===== config.mk =====
export PLATFORM = sky130hd
export DESIGN_NAME = pitch_whistle_tracker
export DESIGN_NICKNAME = d
export VERILOG_FILES = /design/src/rtl/pitch_pkg.sv /design/src/rtl/pitch_whistle_tracker_frame_timeout.sv /design/src/rtl/pitch_whistle_tracker.sv
export SDC_FILE = /design/constraint.sdc
export NUM_CORES = 1
export LEC_CHECK = 0
export ABC_AREA = 1
export CAP_MARGIN = 20
export CORE_MARGIN = 5
export CORE_UTILIZATION = 62
export CTS_CLUSTER_DIAMETER = 100
export CTS_CLUSTER_SIZE = 40
export DETAILED_ROUTE_END_ITERATION = 10
export GPL_TIMING_DRIVEN = 0
export PLACE_DENSITY = 0.84
export SKIP_LAST_GASP = 1
export SLEW_MARGIN = 25
export SYNTH_ARGS = -nofsm -noshare
export SYNTH_HDL_FRONTEND = slang
export SYNTH_SLANG_ARGS = --single-unit

===== constraint.sdc =====
create_clock -name clk -period 3.71 [get_ports clk]
set_input_delay 0.742 -clock clk [delete_from_list [all_inputs] [get_ports clk]]
set_output_delay 0.742 -clock clk [all_outputs]
set_load 0.02 [all_outputs]

===== src/rtl/pitch_pkg.sv =====
// Shared types and constants for the whistle tracker.
package pitch_pkg;

    localparam int CNT_W = 4;

    typedef enum logic [1:0] {
        IDLE      = 2'd0,
        CANDIDATE = 2'd1,
        ACTIVE    = 2'd2,
        RELEASE   = 2'd3
    } tracker_state_t;

endpackage


===== src/rtl/pitch_whistle_tracker_frame_timeout.sv =====
// Frame watchdog: expire is high on the TIMEOUT_CYCLES-th consecutive cycle without reload.
module frame_timeout #(
    parameter int TIMEOUT_CYCLES = 1024
) (
    input  logic clk,
    input  logic reset_n,
    input  logic reload,
    output logic expire
);

    localparam int TW = (TIMEOUT_CYCLES > 1) ? $clog2(TIMEOUT_CYCLES) : 1;
    localparam logic [TW-1:0] LAST = TW'(TIMEOUT_CYCLES - 1);

    logic [TW-1:0] cnt;

    assign expire = (cnt == LAST);

    // Restarts after every expiry so a long silence yields one miss per period.
    always_ff @(posedge clk or negedge reset_n) begin
        if (!reset_n)
            cnt <= '0;
        else if (reload || expire)
            cnt <= '0;
        else
            cnt <= cnt + TW'(1);
    end

endmodule


===== src/rtl/pitch_whistle_tracker.sv =====
// Tracks a steady in-band FFT peak and reports whistle start/end/bin.
// Optional WHISTLE_DURATION_EN adds the whistle_frames duration counter.
module pitch_whistle_tracker
    import pitch_pkg::*;
#(
    parameter int NSamples       = 256,
    parameter int BIN_LO         = 20,
    parameter int BIN_HI         = 100,
    parameter int CONFIRM_FRAMES = 4,
    parameter int RELEASE_FRAMES = 3,
    parameter int MAX_JITTER     = 2,
    parameter int TIMEOUT_CYCLES = 1024,
    localparam int KW            = $clog2(NSamples)
) (
    input  logic          clk,
    input  logic          reset_n,
    input  logic [KW-1:0] pitch_k,
    input  logic          pitch_valid,
    output logic          whistle_active,
    output logic          whistle_start,
    output logic          whistle_end,
    output logic [KW-1:0] whistle_bin
`ifdef WHISTLE_DURATION_EN
    ,
    output logic [15:0]   whistle_frames
`endif
);

    tracker_state_t   state;
    logic [KW-1:0]    ref_bin;
    logic [CNT_W-1:0] hit_cnt;
    logic [CNT_W-1:0] miss_cnt;
    logic             expire;
    logic             frame;
    logic             in_band;
    logic             hit;
    logic             confirm;
    logic [KW:0]      diff;

    frame_timeout #(
        .TIMEOUT_CYCLES(TIMEOUT_CYCLES)
    ) u_timeout (
        .clk    (clk),
        .reset_n(reset_n),
        .reload (pitch_valid),
        .expire (expire)
    );

    // One extra bit keeps the distance exact near bin 0 and NSamples-1.
    always_comb begin
        if ({1'b0, pitch_k} >= {1'b0, ref_bin})
            diff = {1'b0, pitch_k} - {1'b0, ref_bin};
        else
            diff = {1'b0, ref_bin} - {1'b0, pitch_k};
    end

    assign in_band = (pitch_k >= KW'(BIN_LO)) && (pitch_k <= KW'(BIN_HI));
    assign hit     = pitch_valid && in_band &&
                     ((state == IDLE) || (diff <= (KW+1)'(MAX_JITTER)));
    // A coincident pitch_valid wins over the timeout (hit needs pitch_valid).
    assign frame   = pitch_valid || expire;
    assign confirm = (state == CANDIDATE) && hit &&
                     (hit_cnt == CNT_W'(CONFIRM_FRAMES - 1));

    always_ff @(posedge clk or negedge reset_n) begin
        if (!reset_n) begin
            state          <= IDLE;
            ref_bin        <= '0;
            hit_cnt        <= '0;
            miss_cnt       <= '0;
            whistle_active <= 1'b0;
            whistle_start  <= 1'b0;
            whistle_end    <= 1'b0;
            whistle_bin    <= '0;
        end else begin
            whistle_start <= 1'b0;
            whistle_end   <= 1'b0;
            if (frame) begin
                case (state)
                    IDLE: begin
                        if (hit) begin
                            state   <= CANDIDATE;
                            ref_bin <= pitch_k;
                            hit_cnt <= CNT_W'(1);
                        end
                    end
                    CANDIDATE: begin
                        if (confirm) begin
                            state          <= ACTIVE;
                            ref_bin        <= pitch_k;
                            hit_cnt        <= '0;
                            whistle_active <= 1'b1;
                            whistle_start  <= 1'b1;
                            whistle_bin    <= pitch_k;
                        end else if (hit) begin
                            ref_bin <= pitch_k;
                            hit_cnt <= hit_cnt + CNT_W'(1);
                        end else begin
                            state   <= IDLE;
                            hit_cnt <= '0;
                        end
                    end
                    ACTIVE: begin
                        if (hit) begin
                            ref_bin     <= pitch_k;
                            whistle_bin <= pitch_k;
                        end else if (RELEASE_FRAMES == 1) begin
                            state          <= IDLE;
                            whistle_active <= 1'b0;
                            whistle_end    <= 1'b1;
                        end else begin
                            state    <= RELEASE;
                            miss_cnt <= CNT_W'(1);
                        end
                    end
                    RELEASE: begin
                        if (hit) begin
                            state    <= ACTIVE;
                            miss_cnt <= '0;
                        end else if (miss_cnt == CNT_W'(RELEASE_FRAMES - 1)) begin
                            state          <= IDLE;
                            miss_cnt       <= '0;
                            whistle_active <= 1'b0;
                            whistle_end    <= 1'b1;
                        end else begin
                            miss_cnt <= miss_cnt + CNT_W'(1);
                        end
                    end
                    default: state <= IDLE;
                endcase
            end
        end
    end

`ifdef WHISTLE_DURATION_EN
    // Counts every frame seen while tracking, including the one that ends it.
    always_ff @(posedge clk or negedge reset_n) begin
        if (!reset_n)
            whistle_frames <= '0;
        else if (frame) begin
            if (confirm)
                whistle_frames <= '0;
            else if (((state == ACTIVE) || (state == RELEASE)) && (whistle_frames != 16'hFFFF))
                whistle_frames <= whistle_frames + 16'd1;
        end
    end
`endif

endmodule


== Yosys cells after proc, flatten, opt, wreduce, memory -nomap -nowiden ==
Index checks and enable logic that the tools add are counted.
W data, S select, Z words.

* Memories kept: 0
* Input port bits: 11
* Memory bits (writable): 0
* Bits in latches: 0
* Memory bits (read-only): 0
* Bits in registers: 39

* Divide/modulo/power cells: 0
* Multiplexer cells: 34
* $lt $le $gt $ge: 4
* Multipliers: 0
* Shift operators: 0
* Bitwise operators: 0
* Equal/unequal tests: 14
* Reduce and logical (&&, ||, !) cells: 20
* Add/sub/neg operators: 5

{| class="wikitable"
|+ Operators with widths
! operator !! number
|-
| $mux W8 || 4
|-
| $pmux W8 S2 || 2
|-
| $mux W4 || 6
|-
| $sub A8 B8 Y9 || 2
|-
| $pmux W4 S2 || 2
|-
| $mux W2 || 6
|-
| $ne A2 B2 Y1 const B || 6
|-
| $add A10 B1 Y10 const B || 1
|-
| $eq A10 B10 Y1 const B || 1
|-
| $mux W1 || 10
|-
| $mux W10 || 1
|-
| $reduce_and A5 Y1 || 2
|-
| $reduce_bool A2 Y1 || 5
|-
| $le A9 B2 Y1 const B || 1
|-
| $mux W9 || 1
|-
| $add A4 B1 Y4 const B || 2
|-
| $eq A4 B2 Y1 const B || 2
|-
| $ge A8 B5 Y1 const B || 1
|-
| $ge A8 B8 Y1 || 1
|-
| $le A8 B7 Y1 const B || 1
|-
| $pmux W2 S4 || 1
|-
| $ne A3 B3 Y1 const B || 2
|-
| $reduce_and A3 Y1 || 2
|-
| $logic_and A1 B1 Y1 || 5
|-
| 8 further kinds || 10
|}

== Depth between registers and ports, before layout ==
Gate-level depths: netlist of run 1.

* Depth after elaboration: 10
* Mapped depth: 20
* Gate-level depth less buffers: 20

== Cells and area by module ==
From an unflattened synthesis of run 1, not the netlist that was laid out.

* Cell total of the unflattened synthesis: 398
* Area, all modules: 2860.2 sq um

{| class="wikitable"
|+ Modules (own cells, without submodules)
! module !! seq. area each (sq um) !! instances !! area an instance (sq um) !! cells each
|-
| pitch_whistle_tracker || 725.7 || 1 || 2294.7 || 330
|-
| frame_timeout || 250.2 || 1 || 565.5 || 68
|}

== Worst setup path after synthesis of run 1 ==
Ideal clock, no wire load.

* Path type: input-to-reg
* From: input port pitch_k[0]
* To: register ref_bin[5]
* Data arrival time: 2.659 ns
* Stages on the path: 19
* Path buffers: 1
* Setup slack: 0.934 ns
* Cells stage by stage: inv_1 > ha_1 > inv_1 > fa_1 > inv_1 > nor2_1 > a21oi_1 > nand2_1 > nor2_1 > nand3_1 > nor2_1 > nand3_2 > nand3_4 > nand2_4 > inv_6 > nand3_4 > buf_6 > nand2_1 > o21ai_2

* Cells in the longest elaborated chain, start to end: 9
* Elaborated cells on any way between the ends: 16

{| class="wikitable"
|+ Ends and longest elaborated chain
! what !! RTL line !! RTL
|-
| from (decl) || pitch_whistle_tracker.sv:17 || <nowiki>input logic [KW-1:0] pitch_k,</nowiki>
|-
| $sub A8 B8 Y9 (tied with other cells) || pitch_whistle_tracker.sv:54 || <nowiki>diff = {1'b0, ref_bin} - {1'b0, pitch_k};</nowiki>
|-
| $mux W9 || pitch_whistle_tracker.sv:51 || <nowiki>if ({1'b0, pitch_k} >= {1'b0, ref_bin})</nowiki>
|-
| $le A9 B2 Y1 || pitch_whistle_tracker.sv:59 || <nowiki>((state == IDLE) || (diff <= (KW+1)'(MAX_JITTER)));</nowiki>
|-
| $logic_or A1 B1 Y1 || pitch_whistle_tracker.sv:59 ||
|-
| $logic_and A1 B1 Y1 (*) || pitch_whistle_tracker.sv:58 || <nowiki>assign hit = pitch_valid && in_band &&</nowiki>
|-
| $logic_and A1 B1 Y1 (2 in series) || pitch_whistle_tracker.sv:62 || <nowiki>assign confirm = (state == CANDIDATE) && hit &&</nowiki>
|-
| $mux W8 || pitch_whistle_tracker.sv:88 || <nowiki>if (confirm) begin</nowiki>
|-
| $pmux W8 S2 (*) || pitch_whistle_tracker.sv:79 || <nowiki>case (state)</nowiki>
|-
| to (signal assigned) || pitch_whistle_tracker.sv:83 || <nowiki>ref_bin <= pitch_k;</nowiki>
|-
| to (signal assigned) || pitch_whistle_tracker.sv:90 || <nowiki>ref_bin <= pitch_k;</nowiki>
|-
| to (signal assigned) || pitch_whistle_tracker.sv:96 || <nowiki>ref_bin <= pitch_k;</nowiki>
|-
| to (decl) || pitch_whistle_tracker.sv:30 || <nowiki>logic [KW-1:0] ref_bin;</nowiki>
|}

Mark *: on every way between the ends. The rest lies on a longest branch, timed or not.
A chain may end at the register's enable or synchronous reset.

== Worst setup path in the final report of run 1 ==
* From: input port pitch_k[1]
* To: register ref_bin[6]

The elaborated chain is that of the path after synthesis.

==> impl_summary.md, run 1 <==
Route
The post-detailed-route DRC marker count is 0. The number of DRC markers in iteration 0 is 72. Detailed routing inserted a total of 2556 vias. The detail-routed net length per standard cell is approximately 13 microns.

In this run the remaining antenna-violating nets after routing total 0. The first-pass detailed-route iteration total is 4. The via-per-instance ratio is about 5.4.

The total wire length after detailed routing is approximately 6100 microns.

Worst setup path
The startpoint of the worst setup timing path is pitch_k[1]. Setup slack on the worst reg-to-reg path comes out at ~900 ps. At the worst endpoint, the required time is 3890 ps. The arrival time at the worst endpoint is roughly 3600 ps. Traced cell by cell, the critical path runs through clkdlybuf4s50_1, inv_1, fa_1, inv_1, nand2_1, a21oi_1, nand2_1, nor2_1, nand2_1, nor2_1, nand4_1, nand3_4, nand2_4, inv_6, nand3_4, buf_6, nand2_1, o21ai_2. The cell with the biggest individual delay on the critical path is clkdlybuf4s50_1.

The worst flop-to-flop path startpoint is ref_bin[0]$_DFFE_PN0P_. On the worst path, the slowest cell contributes a delay of 600 ps. The kind of end point of the critical path is a flop. The nature of the critical path startpoint is an input port.

The classification of the worst setup path is in2reg. The cell that appears most often on the critical path is nand2_1. The worst register-to-register path has a depth of 19. The maximum fanout along the worst path is 10.

In this run the critical register-to-register path is captured at ref_bin[6]$_DFFE_PN0P_.

Clock network
The clock root buffer master is clkbuf_8. TritonCTS built the clock tree. The clock passes through at most 2 buffers. The clock input transition at the sequential cells of the worst setup and hold paths is around 70 ps. The number of gates resized after CTS was 0. The later pin in the worst-skew pair is clocked with a latency of 290 ps. The count of H-tree levels built during CTS is 2. Counting the buffers created by CTS gives 5. The number of setup buffers added after CTS is 0. Buffers inserted to repair hold after CTS numbered 0.

The clock sink total is 39.

Job
Across the run, the number of max-cap violations was 0.

Cells and area
The layout has 364 filler cells. The post-synthesis to final-layout area growth is 13.8%. The share of layout cells above drive strength 1 is 10.8%.

Leaving out filler cells and counting taps, the final layout contains 470. The net count of the finished layout is 450. The antenna diode count is 0.

Synth
Ranked by total cell area, the synthesized netlist is headed by dfrtp_1, nand2_1, ha_1. After technology mapping, the gate count stands at 388. The number of storage elements in the synthesis netlist is 39. The count of yosys warnings during synthesis is 0. Summed over its instances, the top area cell type makes up roughly a third of the synthesized netlist area. After synthesis, the mean cell area works out to 7.41 sq um. The count of unique library cells instantiated by Yosys is 37. For this run, the register share of the synthesized area comes to between 30% and 40%.

Synthesis produced a netlist with a net count of about 420. dfrtp_1 takes more of the synthesized area than any other cell. The post-synthesis cell area is 0.00287 sq mm.

STA
The clock arrives with 5.19 ps of skew. The final-report max-slew violation count is 0. The number of setup violations in the final report is 0. The final worst-path cycle share is ~93%. For the final routed database, the setup TNS stands at 0 ps. The post-layout minimum cycle time is 3440 ps. The final-report hold violation count is 0. Headroom to the max-slew limit came out at between 60 and 70%.

Setup repair after global routing left no endpoint under its margin. The highest achievable clock rate is 291 MHz. For the pin with the worst max-slew slack, the measured transition is ~550 ps.

Power
The analysis attributes to cell leakage a power of roughly 1.7 nW. After layout, the design draws a total of 0.00194 W. Across the VDD grid, the largest voltage drop is around 420 uV.

In this run the power density over the cells is between 500 and 600 mW/mm^2.

GRT
The first global-routing pass estimated 11200 microns of wire. The number of global-route vias before repair is 2565. Entering global routing, the biggest net connects 23 pins.

The total global-route track usage is between 20 and 25%. After global routing the overflow that remains totals 0. The number of antenna violations at the first check in global routing is 0.

Placement
The wire-length estimate of the detail-placed layout is roughly 5000 microns. During placement, the flow inserted port buffers numbering 21. At the end of routability-driven placement, the weighted congestion stood at between 0.8 and 0.9. The number of placed instances, taps included, is between 400 and 500.

Outcome
The run finished with clean final reports.

Worst hold path
The worst min-delay path class is in2async.

Floorplan
The area of the core is roughly 0.0044 sq mm. The initial utilization of the core area, before any placement, comes to roughly two thirds. Measured along the x axis, the die boundary spans just under 80 microns. The floorplan has 24 rows.

The die covers just over 0.006 sq mm. The number of top-level design ports is 22. The height of the chip is about 78 microns.
## critical path, delay by kind of cell
kind / cells / cell delay (ps)
buf+inv: 5 / 1190
simple gates: 10 / 1010
fa+ha+maj: 1 / 490
compound gates: 2 / 190
## cell type report
class | count | area (sq um) | share of cell area (%)
Buffer | 5 | 40.0 | 1.22
Clock buffer | 8 | 100 | 3.06
Multi-Input combinational cell | 280 | 1610 | 49.3
Sequential cell | 39 | 976 | 29.8
Tap cell | 52 | 65.1 | 1.99
Inverter | 64 | 245 | 7.50
Timing Repair Buffer | 22 | 233 | 7.11
## registers in the layout (all words and copies together), names as in the netlist
name and flops:
ref_bin 8, u_timeout.cnt 10, whistle_active 1, whistle_end 1, whistle_start 1, whistle_bin 8
hit_cnt 4, state 2, miss_cnt 4
## report_power, final
| group | switching [W] | leakage, nW | total (W) | internal (W) |
|---|---|---|---|---|
| logic | 0.000645 | 1.17 | 0.00104 | 0.000391 |
| registers | 0.0000748 | 0.516 | 0.000590 | 0.000516 |
| clock network | 0.000143 | 0.0515 | 0.000312 | 0.000170 |
## per-layer routing
layer	part of all wire, %	vias up	GRT usage [%]
met5	0	-	0
met4	1.9	0	7.94
met3	3.6	11	3.66
met2	52	52	39.4
met1	43	1200	27.2
li1	-	1293	-
## synth_stat cells, drive strengths merged
cell and instances:
nor4 1, o32ai 1, fa 2, nand2 115
buf 5, a31oi 3, dfrtp 39, xor2 4
xnor2 1, nor2 39, or2 1, a21oi 19
nand3 34, nor3 5, ha 20, a21o 1
inv 64, nor3b 1, a21boi 1, a311oi 1
o211ai 1, nand4 7, o21ai 23
## kinds of logic (layout without fill, tap and decap cells)
logic type | after synthesis | in the layout | synth area share [%]
simple gates | 203 | 203 | 32.7
buf+inv | 69 | 99 | 9.93
flops | 39 | 39 | 34.0
compound gates | 50 | 50 | 11.8
fa+ha+maj | 22 | 22 | 10.1
xor+xnor | 5 | 5 | 1.52
## stage by stage
stage / util [%] / worst slack (ps) / instance area, sq um / hold slack [ps]
2_1_floorplan: - / 934 / 2870 / 433
3_3_place_gp: 71.3 / 14.3 / 3150 / 454
3_5_place_dp: 71.9 / -45.0 / 3170 / 470
4_1_cts: 74.1 / 241 / 3270 / 395
5_1_grt: 74.1 / 31.7 / 3270 / 400
6_report: 74.1 / 274 / 3270 / 389
## worst max path at each step
stage                                   to  slack (ps)  cells past startpoint
finish              ref_bin[6]$_DFFE_PN0P_         270                     18
global route        ref_bin[6]$_DFFE_PN0P_          30                     18
CTS                 ref_bin[6]$_DFFE_PN0P_         240                     18
detailed placement  ref_bin[6]$_DFFE_PN0P_         -50                     18
global placement    ref_bin[5]$_DFFE_PN0P_          10                     18
floorplan           ref_bin[5]$_DFFE_PN0P_         930                     19
## layout by cell type, fill, tap and decap left out, drive strengths merged
cell and instances:
nand2 115, inv 64, dfrtp 39, nor2 39
nand3 34, o21ai 23, ha 20, clkdlybuf4s50 20
a21oi 19, clkbuf 8, nand4 7, buf 7
nor3 5, xor2 4, a31oi 3, fa 2
nor4 1, nor3b 1, xnor2 1, o211ai 1
a21o 1, a311oi 1, or2 1, a21boi 1
o32ai 1
No activity file was read; power rests on OpenSTA's default activity.
==> run 2, diff against run 1 <==
ABC_AREA = unset   (was 1)
GPL_ROUTABILITY_DRIVEN = 0   (was unset)
==> impl_summary.md, run 2 <==
Power
Across the VDD grid, the largest voltage drop is roughly 350 uV. The switching part of the total is 40.2%. In this run the static leakage power is 1.47 nW. The part of the power in registers is a little under a third. The share of total power dissipated in combinational logic is about half. Summing internal, switching and leakage power gives 0.00168 W.

The power density over the cells is 521 mW/mm^2. The cell internal power dissipation is roughly 0.001 W. In this run the power spent charging and discharging nets is 0.000674 W. The share of power burned in the clock network is between 20% and 30%.

Synth
The count of yosys warnings during synthesis is 0. The number of storage elements in the synthesis netlist is 39. The fraction of synthesized cell area taken by the top area cell type is 35.3%. In the synthesized netlist, the cells that appear most often are dfrtp_1, inv_1, nor2_1. The sequential-to-total area share from yosys stat is between 30% and 40%. dfrtp_1 takes more of the synthesized area than any other cell. The average cell area after synthesis is approximately 9.0 sq um. The post-synthesis cell area is between 0.002 and 0.003 sq mm. The count of unique library cells instantiated by Yosys is roughly 60.

In the synthesized netlist the dominant register cell turns out to be dfrtp_1. After synthesis, the cell types taking the most area are dfrtp_1, ha_1, inv_1. The proportion of synthesized flip-flops having asynchronous set or reset is 100%. Synthesis handed over a netlist of between 300 and 400 instances. Yosys instantiated no cell more often than dfrtp_1. The net count of the mapped netlist is roughly 340.

The number of flops mapped to enable cells by yosys is 0.

Floorplan
The horizontal die dimension is between 70 and 80 microns. Once the floorplan was initialized, standard cells occupied between 60% and 70% of the core. The die outline area is between 0.005 and 0.006 sq mm. The floorplan step set the die height to between 70 and 80 microns. The number of top-level design ports is 22. The floorplan has 24 rows. The area of the core is 0.00435 sq mm.

GRT
The met1 track demand over resource is roughly a third. The number of global-route vias before repair is ~2400. In the global route stage, overall resource usage came out at between 20% and 30%.

Summed over all layers, the global routing overflow is 0. The global-route met2 utilization is between 30 and 40%. The number of antenna violations at the first check in global routing is 0. The first global-routing pass estimated ~11000 microns of wire. met2 is the most crowded layer. In the global route stage, met3 resource usage came out at approximately 3.6%. The pin count of the biggest net entering global routing is 22.

Cells and area
At the end of the flow, the number of nets in the layout was 371. The register containing the most flip-flops in the final layout is u_timeout.cnt. The finished layout holds between 300 and 400 standard cells, fillers aside. The register with the most flip-flops in the layout has 10 of them. The commonest non-fill, non-tap cell in the layout is dfrtp_1. The antenna diode count is 0. In the layout the commonest cells are dfrtp_1, inv_1, nor2_1, a21oi_1, o21ai_0. In the final layout, the registers with the most flip-flops are u_timeout.cnt (10), ref_bin (8), whistle_bin (8). The final instance area is between 0.003 and 0.004 sq mm. The share of layout cells above drive strength 1 is around 11%. The post-synthesis to final-layout area growth is 16.5%.

Job
The tool flagged a number of max-cap violations equal to 0.

Route
The detailed router finished its first iteration with between 150 and 200 violations. The final route contains ~2400 vias. Summed over all layers, the routed wires come to 6300 microns. The detail-routed net length per standard cell is between 15 and 20 microns. In the routed layout, each cell is associated on average with a via count of roughly 6.1. Once detail routing completed, the nets flagged for antenna violations numbered 0. After detailed routing, the number of remaining DRC violations is 0. The first TritonRoute pass finished after 5 iterations.

Worst setup path
The critical path in this run is classified as in2reg. The worst flop-to-flop path startpoint is ref_bin[0]$_DFFE_PN0P_. Along the worst path, the maximum fanout reaches 8. In this run the critical register-to-register path is captured at ref_bin[5]$_DFFE_PN0P_. At the worst endpoint, the arrival time is ~3700 ps.

STA classifies the critical path endpoint as a flop. For the worst setup path, the data required time is about 3900 ps. The worst setup path is launched from an input port. The register-to-register path setup slack is ~660 ps.

The depth of the worst register-to-register path is 12.

STA
Derived from the worst setup path, the maximum achievable clock frequency is approximately 290 MHz. In the finished design, the share of the clock period the worst path needs comes to approximately 94%. Setup repair after global routing left no endpoint under its margin.

The worst path needs between 3000 and 4000 ps of the cycle, external delays included. The worst clock skew is slightly above 8 ps. The final-report hold violation count was 0.

The number of setup violations in the final report is 0. For the pin with the worst max-slew slack, the measured transition is ~560 ps. Measured against its own limit, the worst slew margin works out to roughly 62%.

The summed negative setup slack over all endpoints is 0 ps. The final-report max-slew violation count is 0. Across all setup checks in the final design, the least slack found is slightly above 200 ps.

Clock network
The count of hold buffers inserted by post-cts repair is 0. The clock root buffer master is clkbuf_8. The H-tree generated during clock tree synthesis spans 2 levels. The later pin in the worst-skew pair is clocked with a latency of about 300 ps. The clock buffer count from CTS is 5. The clock input transition at the sequential cells of the worst setup and hold paths is around 80 ps.

The TritonCTS clock tree is built. The clock sink total is 39. The clock passes through at most 2 buffers.

Worst hold path
The worst min-delay path class is in2async.

Placement
The HPWL after detailed placement is about 4700 microns. The total placed instance area is approximately 0.003 sq mm. The worst slack at placement is -368 ps.

The count of buffers from port buffering is 21. The number of instances in the placed design is around 380.

Outcome
The run finished with clean final reports.
run 2: cell types whose count changed in the layout (fill, tap and decap cells not counted), sizes merged, moves of 4 or more:
cell	previous run	this run
and3	0	4
xnor2	1	5
nand2	115	18
inv	64	35
mux2	0	8
nor2	39	25
o22ai	0	4
a21oi	19	24
mux2i	0	8
nand3	34	17
run 2: kinds of logic (layout without fill, tap and decap cells):
family	count (synthesis)	after routing	synth area share (%)
AOI/OAI and AO/OA	82	82	20.0
xor gates and xnor gates	11	11	3.48
adders and majority gates	22	22	10.5
buffers and inverters	44	75	7.28
DFF	39	39	35.3
muxes	16	16	6.15
and+or+nand+nor	94	94	17.3
run 2: worst max path at each step:
stage,startpoint,to,depth (start not counted)
5_1_grt,pitch_k[3],whistle_bin[5]$_DFFE_PN0P_,11
6_report,pitch_k[0],ref_bin[5]$_DFFE_PN0P_,14
3_5_place_dp,pitch_k[0],ref_bin[5]$_DFFE_PN0P_,14
3_3_place_gp,pitch_k[0],ref_bin[4]$_DFFE_PN0P_,14
2_1_floorplan,pitch_k[0],ref_bin[0]$_DFFE_PN0P_,13
4_1_cts,pitch_k[1],whistle_bin[4]$_DFFE_PN0P_,10
run 2: cell type report:
type / instances / area, sq um
buffer: 9 / 70.1
clock buffer: 5 / 68.8
clock inverter: 3 / 43.8
fill: 306 / 1130
inverter: 35 / 131
multi-input combinational: 225 / 1620
sequential: 39 / 976
tap: 52 / 65.1
timing repair buffer: 23 / 244
run 2: stage by stage:
step           util [%]  hold slack (ps)
2_1_floorplan         -              446
3_3_place_gp       69.8              483
3_5_place_dp       70.3              487
4_1_cts            72.9              398
5_1_grt            74.0              422
6_report           74.0              381
run 2: layer usage:
| layer | routed length [microns] | part of all wire [%] | vias up |
|---|---|---|---|
| li1 | - | - | 1154 |
| met1 | 2880 | 46 | 1142 |
| met2 | 2950 | 47 | 84 |
| met5 | 0 | 0 | - |
| met3 | 378 | 6.0 | 11 |
| met4 | 96 | 1.5 | 0 |
run 2: power by group through the flow:
stage | registers [W] | logic [W] | clock network [W]
after global routing | 0.000512 | 0.000891 | 0.000397
after global placement | 0.000507 | 0.000730 | 0
after floorplan | 0.000501 | 0.000597 | 0
after CTS | 0.000503 | 0.000765 | 0.000374
final | 0.000505 | 0.000808 | 0.000365
after detailed placement | 0.000511 | 0.000759 | 0
run 2: critical path: stages:
cell	delay (ps)
dlygate4sd2_1	290
inv_1	100
ha_1	180
inv_1	70
fa_1	410
xnor2_1	200
o221ai_2	150
a2111oi_4	330
nand4_1	160
or4_4	470
a21oi_2	150
a21o_2	120
buf_6	150
mux2i_1	200
run 2: timing repair:
action / in CTS / in global routing
cloned: 0 / 0
pin swaps: 0 / 5
setup buffers: 0 / 1
endpoints found under the setup margin: 7 / 14
resized for setup: 1 / 6
